### config.mk
export PLATFORM = sky130hd
export DESIGN_NAME = mux8_3to1_arb
export DESIGN_NICKNAME = d
export VERILOG_FILES = /design/src/rtl/mux8_pkg.sv /design/src/rtl/rr_arb3.sv /design/src/rtl/mux8_3to1_arb.sv
export SDC_FILE = /design/constraint.sdc
export NUM_CORES = 1
export LEC_CHECK = 0
export CORE_UTILIZATION = 35
export CTS_BUF_LIST = sky130_fd_sc_hd__clkbuf_4 sky130_fd_sc_hd__clkbuf_8 sky130_fd_sc_hd__clkbuf_16
export DETAILED_ROUTE_END_ITERATION = 16
export GPL_TIMING_DRIVEN = 0
export PLACE_DENSITY = 0.82
export SYNTH_ARGS = -nofsm -noshare
export SYNTH_HDL_FRONTEND = slang
export SYNTH_HIERARCHICAL = 1
export SYNTH_SLANG_ARGS = --single-unit
### constraint.sdc
create_clock -name clk -period 2.5 [get_ports clk]
set_clock_uncertainty 0.1 [all_clocks]
set_input_delay 0.625 -clock clk [delete_from_list [all_inputs] [get_ports clk]]
set_output_delay 0.625 -clock clk [all_outputs]
set_load 0.01 [all_outputs]
### src/rtl/mux8_pkg.sv
// rtl/mux8_pkg.sv - shared width default and source tag codes for the 3-way mux/demux pair
//
// Purpose: one place for the default channel width and the 2-bit source tags,
//          so the mux tag output and the demux select always agree.
// Contents: W_DEFAULT, SEL_NONE/SEL_Q1/SEL_Q2/SEL_Q3, tag_of() one-hot -> tag.
package mux8_pkg;

  localparam int W_DEFAULT = 8;

  localparam logic [1:0] SEL_NONE = 2'b00;
  localparam logic [1:0] SEL_Q1   = 2'b01;
  localparam logic [1:0] SEL_Q2   = 2'b10;
  localparam logic [1:0] SEL_Q3   = 2'b11;

  // Converts a one-hot channel grant into its tag; all-zero maps to SEL_NONE.
  function automatic logic [1:0] tag_of(input logic [2:0] onehot);
    logic [1:0] t;
    t = SEL_NONE;
    if (onehot[0]) t = SEL_Q1;
    if (onehot[1]) t = SEL_Q2;
    if (onehot[2]) t = SEL_Q3;
    return t;
  endfunction

endpackage

### src/rtl/rr_arb3.sv
// rtl/rr_arb3.sv - three-way round-robin grant, purely combinational
//
// Purpose: picks the first valid channel after the last one served.
// Optional feature: MUX8_FORCE_SEL_EN adds fs to pin the grant to one channel.
// Ports:
//   v    [2:0] in  per-channel valid (bit 0 = channel 1)
//   last [1:0] in  tag of the channel served last (00/11 both start at ch1)
//   en         in  grant allowed this cycle
//   fs   [1:0] in  force-select tag, 00 = free round-robin (MUX8_FORCE_SEL_EN only)
//   gnt  [2:0] out one-hot grant, zero when nothing eligible or en low
module rr_arb3
  import mux8_pkg::*;
(
  input  logic [2:0] v,
  input  logic [1:0] last,
  input  logic       en,
`ifdef MUX8_FORCE_SEL_EN
  input  logic [1:0] fs,
`endif
  output logic [2:0] gnt
);

  logic [2:0] elig;
  int         start;
  logic       found;

  always_comb begin
    elig  = v;
`ifdef MUX8_FORCE_SEL_EN
    // Forcing only masks eligibility; the rotation pointer is left alone.
    if (fs != SEL_NONE) elig = v & (3'b001 << (fs - 2'd1));
`endif
    case (last)
      SEL_Q1:  start = 1;
      SEL_Q2:  start = 2;
      default: start = 0;
    endcase
    gnt   = '0;
    found = 1'b0;
    for (int k = 0; k < 3; k++) begin
      if (en && !found && elig[(start + k) % 3]) begin
        gnt[(start + k) % 3] = 1'b1;
        found                = 1'b1;
      end
    end
  end

endmodule

### src/rtl/mux8_3to1_arb.sv
// rtl/mux8_3to1_arb.sv - round-robin 3-to-1 stream merge with one output register
//
// Purpose: merges three valid/ready sources into one tagged output stream.
// Optional feature: MUX8_FORCE_SEL_EN adds fs to restrict grant to one channel.
// Ports:
//   clk, rst_n         clock, asynchronous active-low reset
//   i1..i3 [W-1:0]     source data
//   v1..v3 / r1..r3    source valid / ready (r is combinational, data-independent)
//   q [W-1:0], s [1:0] merged data and its source tag (00 = none)
//   qv / qr            output valid / sink ready
//   fs [1:0]           force-select tag (MUX8_FORCE_SEL_EN only)
module mux8_3to1_arb
  import mux8_pkg::*;
#(
  parameter int W = W_DEFAULT
) (
  input  logic         clk,
  input  logic         rst_n,
`ifdef MUX8_FORCE_SEL_EN
  input  logic [1:0]   fs,
`endif
  input  logic [W-1:0] i1,
  input  logic [W-1:0] i2,
  input  logic [W-1:0] i3,
  input  logic         v1,
  input  logic         v2,
  input  logic         v3,
  output logic         r1,
  output logic         r2,
  output logic         r3,
  output logic [W-1:0] q,
  output logic [1:0]   s,
  output logic         qv,
  input  logic         qr
);

  logic [1:0]   last;
  logic         load;
  logic [2:0]   gnt;
  logic         in_xfer;
  logic [W-1:0] d_sel;

  // The register can take a word when empty or when its word leaves this
  // cycle. rst_n gates the grant so ready drops as soon as reset asserts.
  assign load = !qv || qr;

  rr_arb3 u_arb (
    .v    ({v3, v2, v1}),
    .last (last),
    .en   (load && rst_n),
`ifdef MUX8_FORCE_SEL_EN
    .fs   (fs),
`endif
    .gnt  (gnt)
  );

  assign r1      = gnt[0];
  assign r2      = gnt[1];
  assign r3      = gnt[2];
  assign in_xfer = |gnt;

  always_comb begin
    d_sel = '0;
    if (gnt[0]) d_sel = i1;
    if (gnt[1]) d_sel = i2;
    if (gnt[2]) d_sel = i3;
  end

  always_ff @(posedge clk or negedge rst_n) begin
    if (!rst_n) begin
      q    <= '0;
      s    <= SEL_NONE;
      qv   <= 1'b0;
      last <= SEL_Q3;
    end else if (in_xfer) begin
      q    <= d_sel;
      s    <= tag_of(gnt);
      qv   <= 1'b1;
      last <= tag_of(gnt);
    end else if (qv && qr) begin
      // Drain without refill: drop valid and tag, keep the stale data.
      s    <= SEL_NONE;
      qv   <= 1'b0;
    end
  end

endmodule
==> summary.txt <==
Vias post-DR = 993
Routability cong. = 0.6826
Hold slack = 0.3639 ns
Antenna violations before repair = 0
Syn Nets = 126
Final Power = 2119 µW
Post-synth cell types = 34
Drt via density = 5.517
Critical path capture point type = output port
Diodes inserted = 0
Port-buffer cells = 43
CP Capture Point = r1
TritonCTS buffer count = 3
Drt drc = 0
DRT iter0 DRCs = 16
Clk sinks = 13
Status = finished, violations left
Area delta synth->final = 94.72%
Slew headroom = 58.69%
Worst r2r src = last[0]
Cell taking the most area after synthesis = dfrtp_1
Post-route minimum period = 2.771 ns
Top_reg_cell synth = dfrtp_1
Initial Util = 38.18%
Die width = 52.06 µm
Hold Path Class = in -> async
First-pass detailed-route iteration total = 4
CP arrival = 2.05 ns
Path depth of the worst reg2reg path = 11
Synthesized area = 877.1 µm²
Max Buffers Root-to-Sink = 2
WL/cell = 16.97 µm
Post-Syn Instances = 92
DRT Wirelength = 3054 µm
Post-synth EDFFs = 0
Top cells by count, synth = a22oi_1 (14), dfrtp_1 (11), o21ai_1 (8), nand2_1 (6)
CP startpoint = last[1]
Power per cell area = 1241 mW/mm²
Setup CP Type = reg -> out
Syn Area/Cell = 9.534 µm²
Row cnt = 17
Unrepaired setup endpoints after global routing = yes
Post-CTS Hold Buffers = 0
Post-synth ARST share = 100.0%
R2r endpoint = q[5]
Max-slew violations = 0
CP Data Required Time = 1.77 ns
YS warnings = 6
Clk slew on worst S/H paths = 0.08 ns
Failing checks = setup timing
Share of layout cells above drive strength 1 = 37.50%
Sum Neg Setup Slack = -0.7550 ns
Post-DP HPWL = 1819 µm
Final Cycle Share = 110.8%
Global-route wire length before repair = 4512 µm
Flop2flop setup slack = -0.01 ns
Gr usage total = 22.84%
Die area = 0.002710 mm²
Min setup slack post-route = -0.2707 ns
Final setup viols = 6
Yosys top cell area share = 31.38%
Latest clock arrival within the worst-skew pair = 0.27 ns
Largest cells by area after synthesis = dfrtp_1 (31%), a22oi_1 (12%), dfstp_2 (6.0%)
Gr ovfl total = 0
P_leak = 0.0006915 µW
Sequential element share of the synthesized area = 37.38%
I/O pin cnt = 44
#FFs+latches synth = 13
CP Max Fanout = 4
Root Driver = clkbuf_4
Pin count of the biggest net entering global routing = 15
Count leader, synth = a22oi_1
Core Area = 0.002297 mm²
Vias in the first global route = 998
H-tree Lvls = 1
MaxCap Viol Count = 0
Worst-margin pin slew = 0.6197 ns
Max Freq = 360.9 MHz
Worst setup SP type = flip-flop
CTS tree = yes
Die Ht = 52.06 µm
Post-route ant nets = 0
Max rail drop VDD = 0.7719 mV
Final hold vios = 0
NumNets Final = 187
[logic make-up (layout without fill, tap and decap cells)]
group           Yosys count  after routing  synth area share [%]
compound gates           43             43                 34.09
simple gates             21             21                 14.41
fa+ha+maj                 4              4                 5.706
flops                    13             13                 37.37
buf+inv                   9             69                 6.133
mux                       2              2                 2.283
[per-stage QoR]
stage | setup slack, ns | util (%) | instance area, µm² | std cells
4_1_cts | -0.2202 | 65.41 | 1503 | 174
6_report | -0.2707 | 74.35 | 1708 | 180
3_3_place_gp | -1.072 | 58.77 | 1350 | 163
5_1_grt | -0.3312 | 74.35 | 1708 | 180
2_1_floorplan | 0.02871 | - | 884.6 | 92
3_5_place_dp | -1.090 | 58.77 | 1350 | 163
[area by class of cell]
cell class | instances | area [µm²]
inverters | 4 | 17.52
flip-flops and latches | 13 | 327.8
clock buffers | 4 | 30.03
fillers | 176 | 589.3
well taps | 28 | 35.03
repair buffers | 57 | 556.8
plain buffers | 4 | 43.79
multi-input cells | 70 | 696.9
[cell usage in the layout, fill, tap and decap left out, types with 2 or more instances in the layout]
master / synthesis / routed
buf_2: 2 / 3
inv_2: 0 / 2
a21oi_1: 4 / 2
nor2_1: 2 / 2
nor2b_4: 0 / 3
ha_4: 0 / 3
nand2_1: 6 / 5
a22oi_1: 14 / 13
dlygate4sd2_1: 0 / 3
nor3_4: 1 / 2
o21ai_2: 1 / 4
o21ai_1: 8 / 7
clkbuf_4: 0 / 5
buf_4: 2 / 10
clkdlybuf4s50_1: 0 / 36
o21bai_1: 2 / 2
dfrtp_1: 11 / 11
a22oi_2: 1 / 2
dfstp_2: 2 / 2
buf_6: 0 / 4
[where the power goes]
| group | internal, µW | switching [µW] |
|---|---|---|
| clock network | 72.7 | 67.5 |
| logic | 836 | 746 |
| registers | 328 | 67.9 |
| total | 1240 | 882 |
[metal layers]
metal,vias to the layer above,GRT usage [%],wire length [µm]
met3,4,6.433,195
li1,471,-,-
met4,0,12.16,42
met1,482,22.55,1075
met2,36,42.31,1741
met5,-,0,0
[how the worst min path moves through the flow]
stage / end / cells after the start / from / slack (ns)
global route: q[2] / 1 / rst_n / 0.38
detailed placement: last[1] / 2 / last[1] / 0.39
finish: q[2] / 1 / rst_n / 0.36
global placement: last[1] / 2 / last[1] / 0.38
CTS: q[2] / 1 / rst_n / 0.36
floorplan: q[0] / 0 / rst_n / 0.23
[critical path, stage by stage, from the launching register on]
cell and delay, ns:
dfstp_2 0.55, buf_6 0.12, ha_4 0.16, mux2i_4 0.28
o22a_1 0.27, o21ai_2 0.09, a21oi_4 0.14, buf_2 0.15
[state kept, by name (all words and copies together) (netlist names)]
name  count
q         8
last      2
s         2
qv        1
[timing repair]
action / 4_1_cts / 5_1_grt
gates resized for setup: 35 / 30
gates cloned: 1 / 1
setup buffers: 6 / 8
pin swaps: 11 / 11
endpoints found under the setup margin: 15 / 14
endpoints found under the hold margin: 0 / 0
Note: power is estimated with default switching activity, not from simulation.
